$ cat config.mk
export PLATFORM = sky130hd
export DESIGN_NAME = hazard_control_unit
export DESIGN_NICKNAME = d
export VERILOG_FILES = /design/src/rtl/hazard_control_unit.sv
export SDC_FILE = /design/constraint.sdc
export NUM_CORES = 1
export LEC_CHECK = 0
export CAP_MARGIN = 20
export CORE_MARGIN = 3
export CORE_UTILIZATION = 33
export CTS_CLUSTER_SIZE = 14
export DETAILED_ROUTE_END_ITERATION = 8
export PLACE_DENSITY = 0.76
export RECOVER_POWER = 25
export SLEW_MARGIN = 5
export SYNTH_ARGS = -nofsm -noshare
export SYNTH_HDL_FRONTEND = slang
export SYNTH_SLANG_ARGS = --single-unit
$ cat constraint.sdc
create_clock -name i_clk -period 1.7 [get_ports i_clk]
set_clock_uncertainty 0.15 [all_clocks]
set_input_delay 0.255 -clock i_clk [delete_from_list [all_inputs] [get_ports i_clk]]
set_output_delay 0.255 -clock i_clk [all_outputs]
set_load 0.02 [all_outputs]
$ cat src/rtl/hazard_control_unit.sv
// Hazard control for a 5-stage pipeline: load-use bubbles, memory-wait freeze, operand forwarding.
// Stall/forward outputs are combinational (Mealy) on the current stage tags; timeout flag is registered.
// Optional macro HAZARD_STATS_EN adds saturating stall/bubble statistics counters.
module hazard_control_unit #(
  parameter int REG_ADDR_W   = 5,
  parameter int MEM_WAIT_MAX = 8,
  parameter int CNT_W        = 16
) (
  input  logic                  i_clk,
  input  logic                  i_rst,
  input  logic [REG_ADDR_W-1:0] i_id_rs,
  input  logic [REG_ADDR_W-1:0] i_id_rt,
  input  logic                  i_id_uses_rs,
  input  logic                  i_id_uses_rt,
  input  logic [REG_ADDR_W-1:0] i_ex_rd,
  input  logic                  i_ex_rf_enable,
  input  logic                  i_ex_load_instr,
  input  logic [REG_ADDR_W-1:0] i_mem_rd,
  input  logic                  i_mem_rf_enable,
  input  logic [REG_ADDR_W-1:0] i_wb_rd,
  input  logic                  i_wb_rf_enable,
  input  logic                  i_mem_busy,
  output logic                  o_pc_le,
  output logic                  o_if_id_le,
  output logic                  o_id_ex_nop,
  output logic                  o_freeze,
  output logic [1:0]            o_fwd_a,
  output logic [1:0]            o_fwd_b,
  output logic                  o_timeout_err
`ifdef HAZARD_STATS_EN
  ,
  output logic [CNT_W-1:0]      o_stall_cnt,
  output logic [CNT_W-1:0]      o_bubble_cnt
`endif
);

  localparam int WCNT_W = (MEM_WAIT_MAX < 1) ? 1 : $clog2(MEM_WAIT_MAX + 1);
  localparam logic [WCNT_W-1:0] WAIT_MAX = WCNT_W'(MEM_WAIT_MAX);

  // Reject configurations the counters cannot represent.
  if (MEM_WAIT_MAX < 1 || CNT_W < 1) begin : g_bad_param
    $error("hazard_control_unit: MEM_WAIT_MAX and CNT_W must be >= 1");
  end

  typedef enum logic {ST_RUN, ST_MEM_WAIT} state_t;

  state_t              r_state;
  logic [WCNT_W-1:0]   r_wait_cnt;
  logic                r_timeout_err;
  logic                w_lu;
  logic                w_bubble;

  // Forward select for one source operand; the younger MEM result beats WB, $0 never forwards.
  function automatic logic [1:0] fwd_sel(
    input logic [REG_ADDR_W-1:0] src,
    input logic                  mem_en,
    input logic [REG_ADDR_W-1:0] mem_rd,
    input logic                  wb_en,
    input logic [REG_ADDR_W-1:0] wb_rd
  );
    logic [1:0] sel;
    sel = 2'b00;
    if (mem_en && (mem_rd != '0) && (mem_rd == src)) begin
      sel = 2'b01;
    end else if (wb_en && (wb_rd != '0) && (wb_rd == src)) begin
      sel = 2'b10;
    end
    return sel;
  endfunction

  // Load in EX whose destination is read by the instruction in ID.
  always_comb begin
    w_lu = i_ex_load_instr && i_ex_rf_enable && (i_ex_rd != '0) &&
           ((i_id_uses_rs && (i_id_rs == i_ex_rd)) ||
            (i_id_uses_rt && (i_id_rt == i_ex_rd)));
    // A busy memory freezes everything, so a bubble only happens in a non-busy cycle.
    w_bubble = w_lu && !i_mem_busy;
  end

  // Stall/bubble/forward outputs; reset overrides asynchronously.
  always_comb begin
    o_pc_le     = 1'b1;
    o_if_id_le  = 1'b1;
    o_id_ex_nop = 1'b0;
    o_freeze    = 1'b0;
    o_fwd_a     = fwd_sel(i_id_rs, i_mem_rf_enable, i_mem_rd, i_wb_rf_enable, i_wb_rd);
    o_fwd_b     = fwd_sel(i_id_rt, i_mem_rf_enable, i_mem_rd, i_wb_rf_enable, i_wb_rd);
    if (i_rst) begin
      o_pc_le     = 1'b0;
      o_if_id_le  = 1'b0;
      o_id_ex_nop = 1'b1;
      o_fwd_a     = 2'b00;
      o_fwd_b     = 2'b00;
    end else if (i_mem_busy) begin
      o_pc_le    = 1'b0;
      o_if_id_le = 1'b0;
      o_freeze   = 1'b1;
    end else if (w_bubble) begin
      o_pc_le     = 1'b0;
      o_if_id_le  = 1'b0;
      o_id_ex_nop = 1'b1;
    end
  end

  // Memory-wait FSM with saturating wait counter and sticky timeout.
  always_ff @(posedge i_clk or posedge i_rst) begin
    if (i_rst) begin
      r_state       <= ST_RUN;
      r_wait_cnt    <= '0;
      r_timeout_err <= 1'b0;
    end else begin
      case (r_state)
        ST_RUN:      if (i_mem_busy)  r_state <= ST_MEM_WAIT;
        ST_MEM_WAIT: if (!i_mem_busy) r_state <= ST_RUN;
        default:     r_state <= ST_RUN;
      endcase
      if (i_mem_busy) begin
        if (r_wait_cnt == WAIT_MAX) begin
          r_timeout_err <= 1'b1;
        end else begin
          r_wait_cnt <= r_wait_cnt + 1'b1;
        end
      end else begin
        r_wait_cnt <= '0;
      end
    end
  end

  assign o_timeout_err = r_timeout_err;

`ifdef HAZARD_STATS_EN
  logic [CNT_W-1:0] r_stall_cnt;
  logic [CNT_W-1:0] r_bubble_cnt;

  // Saturating counts of freeze cycles and load-use bubbles.
  always_ff @(posedge i_clk or posedge i_rst) begin
    if (i_rst) begin
      r_stall_cnt  <= '0;
      r_bubble_cnt <= '0;
    end else begin
      if (i_mem_busy && (r_stall_cnt != '1)) r_stall_cnt <= r_stall_cnt + 1'b1;
      if (w_bubble && (r_bubble_cnt != '1))  r_bubble_cnt <= r_bubble_cnt + 1'b1;
    end
  end

  assign o_stall_cnt  = r_stall_cnt;
  assign o_bubble_cnt = r_bubble_cnt;
`endif

endmodule

---- After elaboration in Yosys (flattened, before gate mapping) ----
Cells that the tools add are included.
storage, ports and cells
  bits in registers ....................... 5
  input bits .............................. 34
  logic and storage cells ................. 45
operators by class
  add/sub/neg operators ................... 1
  equal/unequal tests ..................... 8
  multiplexer cells ....................... 16
  reductions and logical operators ........ 18
operators with widths
  cell                   number
  $eq A5 B5 Y1           6
  $reduce_bool A5 Y1     3
  $logic_and A1 B1 Y1    12
  $mux W2                6
  $mux W1                8
  $mux W4                2
  $add A4 B1 Y4 const B  1
  $eq A4 B4 Y1 const B   1
  $ne A2 B2 Y1 const B   1
  $reduce_and A2 Y1      1
  $logic_not A1 Y1       1
  $logic_or A1 B1 Y1     1

---- Depth between registers and ports, before layout ----
  depth in word-level cells ............... 8
  gate-level depth with buffers ........... 6
  mapped depth without buffers ............ 6

---- Worst setup path before layout ----
OpenSTA, ideal clock, no wires.
  path kind ............................... in2out
  from .................................... input port i_ex_rd[1]
  to ...................................... output port o_pc_le
  data arrival time ....................... 1835 ps
  required time ........................... 1295 ps
  setup slack ............................. -540 ps
  cell stages on the path ................. 5
  path buffers ............................ 1
  cell sequence ........................... or4_1 -> nor2_1 -> nor2_1 -> a211oi_1 -> buf_4
on the way
  cells in the longest elaborated chain, start to end .. 8
  elaborated cells between the ends (all ways) .. 12
RTL lines
  what                                           line    source
  start: declaration                             15      input logic [REG_ADDR_W-1:0] i_ex_rd,
  $eq A5 B5 Y1, on equally long branches         74, 75
  $logic_and A1 B1 Y1, on equally long branches  74, 75
  $logic_or A1 B1 Y1                             74      ((i_id_uses_rs && (i_id_rs == i_ex_rd)) ||
  $logic_and A1 B1 Y1 (*)                        73      w_lu = i_ex_load_instr && i_ex_rf_enable && (i_ex_rd != '0) &&
  $logic_and A1 B1 Y1 (*)                        77      w_bubble = w_lu && !i_mem_busy;
  $mux W1 (*) (3 in a row)                       --
  end: declaration                               23      output logic o_pc_le,
Every way passes the cells marked *; elsewhere a longest branch is shown, timed or not.

---- Worst setup path after layout ----
  from .................................... input port i_wb_rd[4]
  to ...................................... output port o_fwd_b[1]
on the way
  cells in the longest elaborated chain, start to end .. 6
  elaborated cells between the ends (all ways) .. 7
RTL lines
  what                     line  source
  start: declaration       20    input logic [REG_ADDR_W-1:0] i_wb_rd,
  $reduce_bool A5 Y1       65    end else if (wb_en && (wb_rd != '0) && (wb_rd == src)) begin
  $logic_and A1 B1 Y1      65
  $logic_and A1 B1 Y1 (*)  65
  $mux W2 (*)              65
  $mux W2 (*)              63    if (mem_en && (mem_rd != '0) && (mem_rd == src)) begin
  $mux W2 (*)              88    if (i_rst) begin
  end: declaration         28    output logic [1:0] o_fwd_b,
Marks and branches as above.

==> flow_metrics.py <==
metrics = {
    "sta": {
        "setup_slack_ns": -0.336,
        "fin_crit_sh_pct": 120,
        "rsz0062_at_grt": "yes",
        "slew_viol_final": 0,
        "max_slew_margin_pct": 81.2,
        "finalSetupViolations": 7,
        "worst_pin_slew_ns": 0.280,
        "hold_viol_final": 0,
        "tns_ns": -1.72,
        "clock.fmax_ghz": 0.491,
        "post-route-min-period_ns": 2.04,
    },
    "final_layout": {
        "fill_cells": 101,
        "nNetsFinal": 198,
        "antenna_cells": 0,
        "utilization_pct": 83.1,
        "stdcell_count": 188,
        "design_area_um2": 1650,
        "layout-drive-gt1-share_pct": 56.5,
        "area_growth_pct": 135,
    },
    "routing": {
        "vias": 962,
        "detail_route.first_pass.iterations": 4,
        "ant_nets": 0,
        "wl_per_cell_um": 17.6,
        "wl_um": 3310,
        "via_per_inst": 5.12,
        "drt_iter0_drc": 12,
        "drc_errors": 0,
    },
    "worst_hold_path": {
        "min_path_type": "input pin to asynchronous set/reset pin",
    },
    "critical_path": {
        "crit_type": "input pin to output pin",
        "endpoint_kind": "output pin",
        "crit_fanout": 3,
        "start_kind": "input pin",
        "critPathArrivalTime_ns": 1.63,
        "worst-endpoint-required_ns": 1.29,
    },
    "cts": {
        "cts_tree": "yes",
        "clock_latency_ns": 0.25,
        "clock_sinks": 5,
        "path_clk_slew_ns": 0.05,
        "clockRootBuffer": "clkbuf_4",
        "cts_hold_buf": 0,
        "cts_made_buffers": 3,
        "htreeDepth": 1,
        "ctsLongestPathBuffers": 2,
    },
    "placed_design": {
        "io_buffers": 42,
        "placed_cells": 176,
        "dp_hpwl_um": 2010,
        "post_dp_cell_area_um2": 1370,
        "gp_congestion": 0.892,
    },
    "outcome": {
        "violations": "negative setup slack",
        "status": "finished, violations left",
    },
    "synth": {
        "ys_async_sr_fraction_pct": 100,
        "syn-cell-area_um2": 702,
        "yosysTopAreaCell": "xnor2_1",
        "synth_warnings": 0,
        "syn_inst": 84,
        "ys_top_cells_by_area": "xnor2_1 (27%), dfrtp_1 (18%), xor2_1 (12%)",
        "yosysSeqAreaShare_pct": 17.8,
        "synthDominantCellAreaShare_pct": 27.5,
        "synth_edf_count": 0,
        "syn_area_per_cell_um2": 8.36,
        "yosys_most_used_dff": "dfrtp_1",
        "ys_ff_latch": 5,
        "yosysUniqueCellTypes": 25,
        "synth_commonest_cells": "xnor2_1 (22), xor2_1 (10), nand2_1 (7)",
        "yosysMostFrequentCell": "xnor2_1",
        "syn_nets": 120,
    },
    "floorplanning": {
        "floorplan.die.width_um": 52.1,
        "core_area_um2": 1980,
        "io_pins": 43,
        "die_y_um": 52.1,
        "start_util_pct": 35.4,
        "die_area_um2": 2720,
        "rows": 16,
    },
    "power_and_ir_drop": {
        "power_density_nw_per_um2": 406,
        "peakVddDrop_v": 0.000271,
        "power.leakage_uw": 0.000731,
    },
    "grt": {
        "antenna_found_initial": 0,
        "grt_usage_pct": 21.6,
        "overflow": 0,
        "grt_first_pass_wirelength_um": 4290,
        "grt_pass1_vias": 1004,
        "grt_max_degree": 6,
    },
    "flow_run": {
        "maxCapViolations": 0,
    },
}
[cells by family (layout without fill, tap and decap cells)]
kind of cell    Yosys count  after routing  synth area share (%)
xor+xnor                 32             32                  39.9
buf+inv                   4             81                  2.67
flops                     5              5                  17.8
fa+ha+maj                 2              2                  3.56
compound gates            9              9                  9.27
simple gates             32             32                  26.7
[power breakdown]
group          switching [µW]  leakage (µW)  internal, µW
Combinational             180      0.000649           209
Clock                    54.4     0.0000150          89.1
Sequential               9.39     0.0000671           128
Total                     243      0.000731           426
[placed cells by master, fill, tap and decap left out, types with 2 or more instances in the layout]
master           count
nor2_4               2
nand2_1              6
and2_1               2
dfrtp_1              5
xnor2_1             13
buf_6               19
nor3_4               2
clkbuf_1             2
ha_1                 2
a21o_1               2
clkbuf_2             8
clkbuf_4             3
xnor2_2              8
dlygate4sd2_1        7
or4_4                5
buf_4               25
clkdlybuf4s15_1      2
nor4_4               4
nand4_1              2
xor2_1              10
clkdlybuf4s50_1      5
a21boi_0             2
buf_2                2
buf_8                3
inv_1                2
[through the flow]
stage	power (µW)	hold slack, ns	setup slack, ns
after floorplan	256	-0.133	-0.184
after global placement	433	0.294	-1.04
after detailed placement	440	0.303	-1.12
after CTS	609	0.0672	-0.380
after global routing	701	0.101	-0.358
final	669	0.0575	-0.336
[per-layer routing]
layer	routed length (µm)	track usage, %	share of wire (%)	up-vias
met5	0	0	0	-
met4	113	11.8	3.4	0
met3	156	2.01	4.7	11
met2	1720	40.4	52	47
met1	1320	23.3	40	459
li1	-	-	-	445
[sequential cells by signal (all words and copies together) (netlist names)]
name / count
r_wait_cnt: 4
o_timeout_err: 1
[final cells by class]
type	count	area (µm²)	area share, %
tap	27	33.8	2.05
multi-input combinational	75	792	48.1
clock buffer	4	26.3	1.59
timing repair buffer	74	656	39.8
sequential	5	125	7.59
inverter	3	15.0	0.911
[path summary, 6_finish.rpt]
kind,startpoint,end,slack (ns),cells after the start
min in group i_clk,o_timeout_err,o_timeout_err,0.37,1
hold / removal,i_rst,o_timeout_err,0.06,5
setup / recovery,i_wb_rd[4],o_fwd_b[1],-0.34,7
hold reg to reg,o_timeout_err,o_timeout_err,0.37,1
max in group asynchronous,i_rst,r_wait_cnt[1],1.12,5
setup reg to reg,r_wait_cnt[0],r_wait_cnt[1],0.22,6
[critical path, stage by stage]
cell	delay, ns
buf_8	0.08
or4_4	0.11
o211ai_1	0.10
buf_4	0.15
or4_4	0.43
nor4_4	0.31
buf_4	0.19
[repair_timing]
| action | 4_1_cts | 5_1_grt |
|---|---|---|
| gates resized for setup | 134 | 46 |
| pin swaps | 21 | 14 |
| setup buffers | 6 | 4 |
| hold endpoints to repair | 0 | 0 |
| setup endpoints to repair | 8 | 8 |
Power figures use the tool's default switching activity.
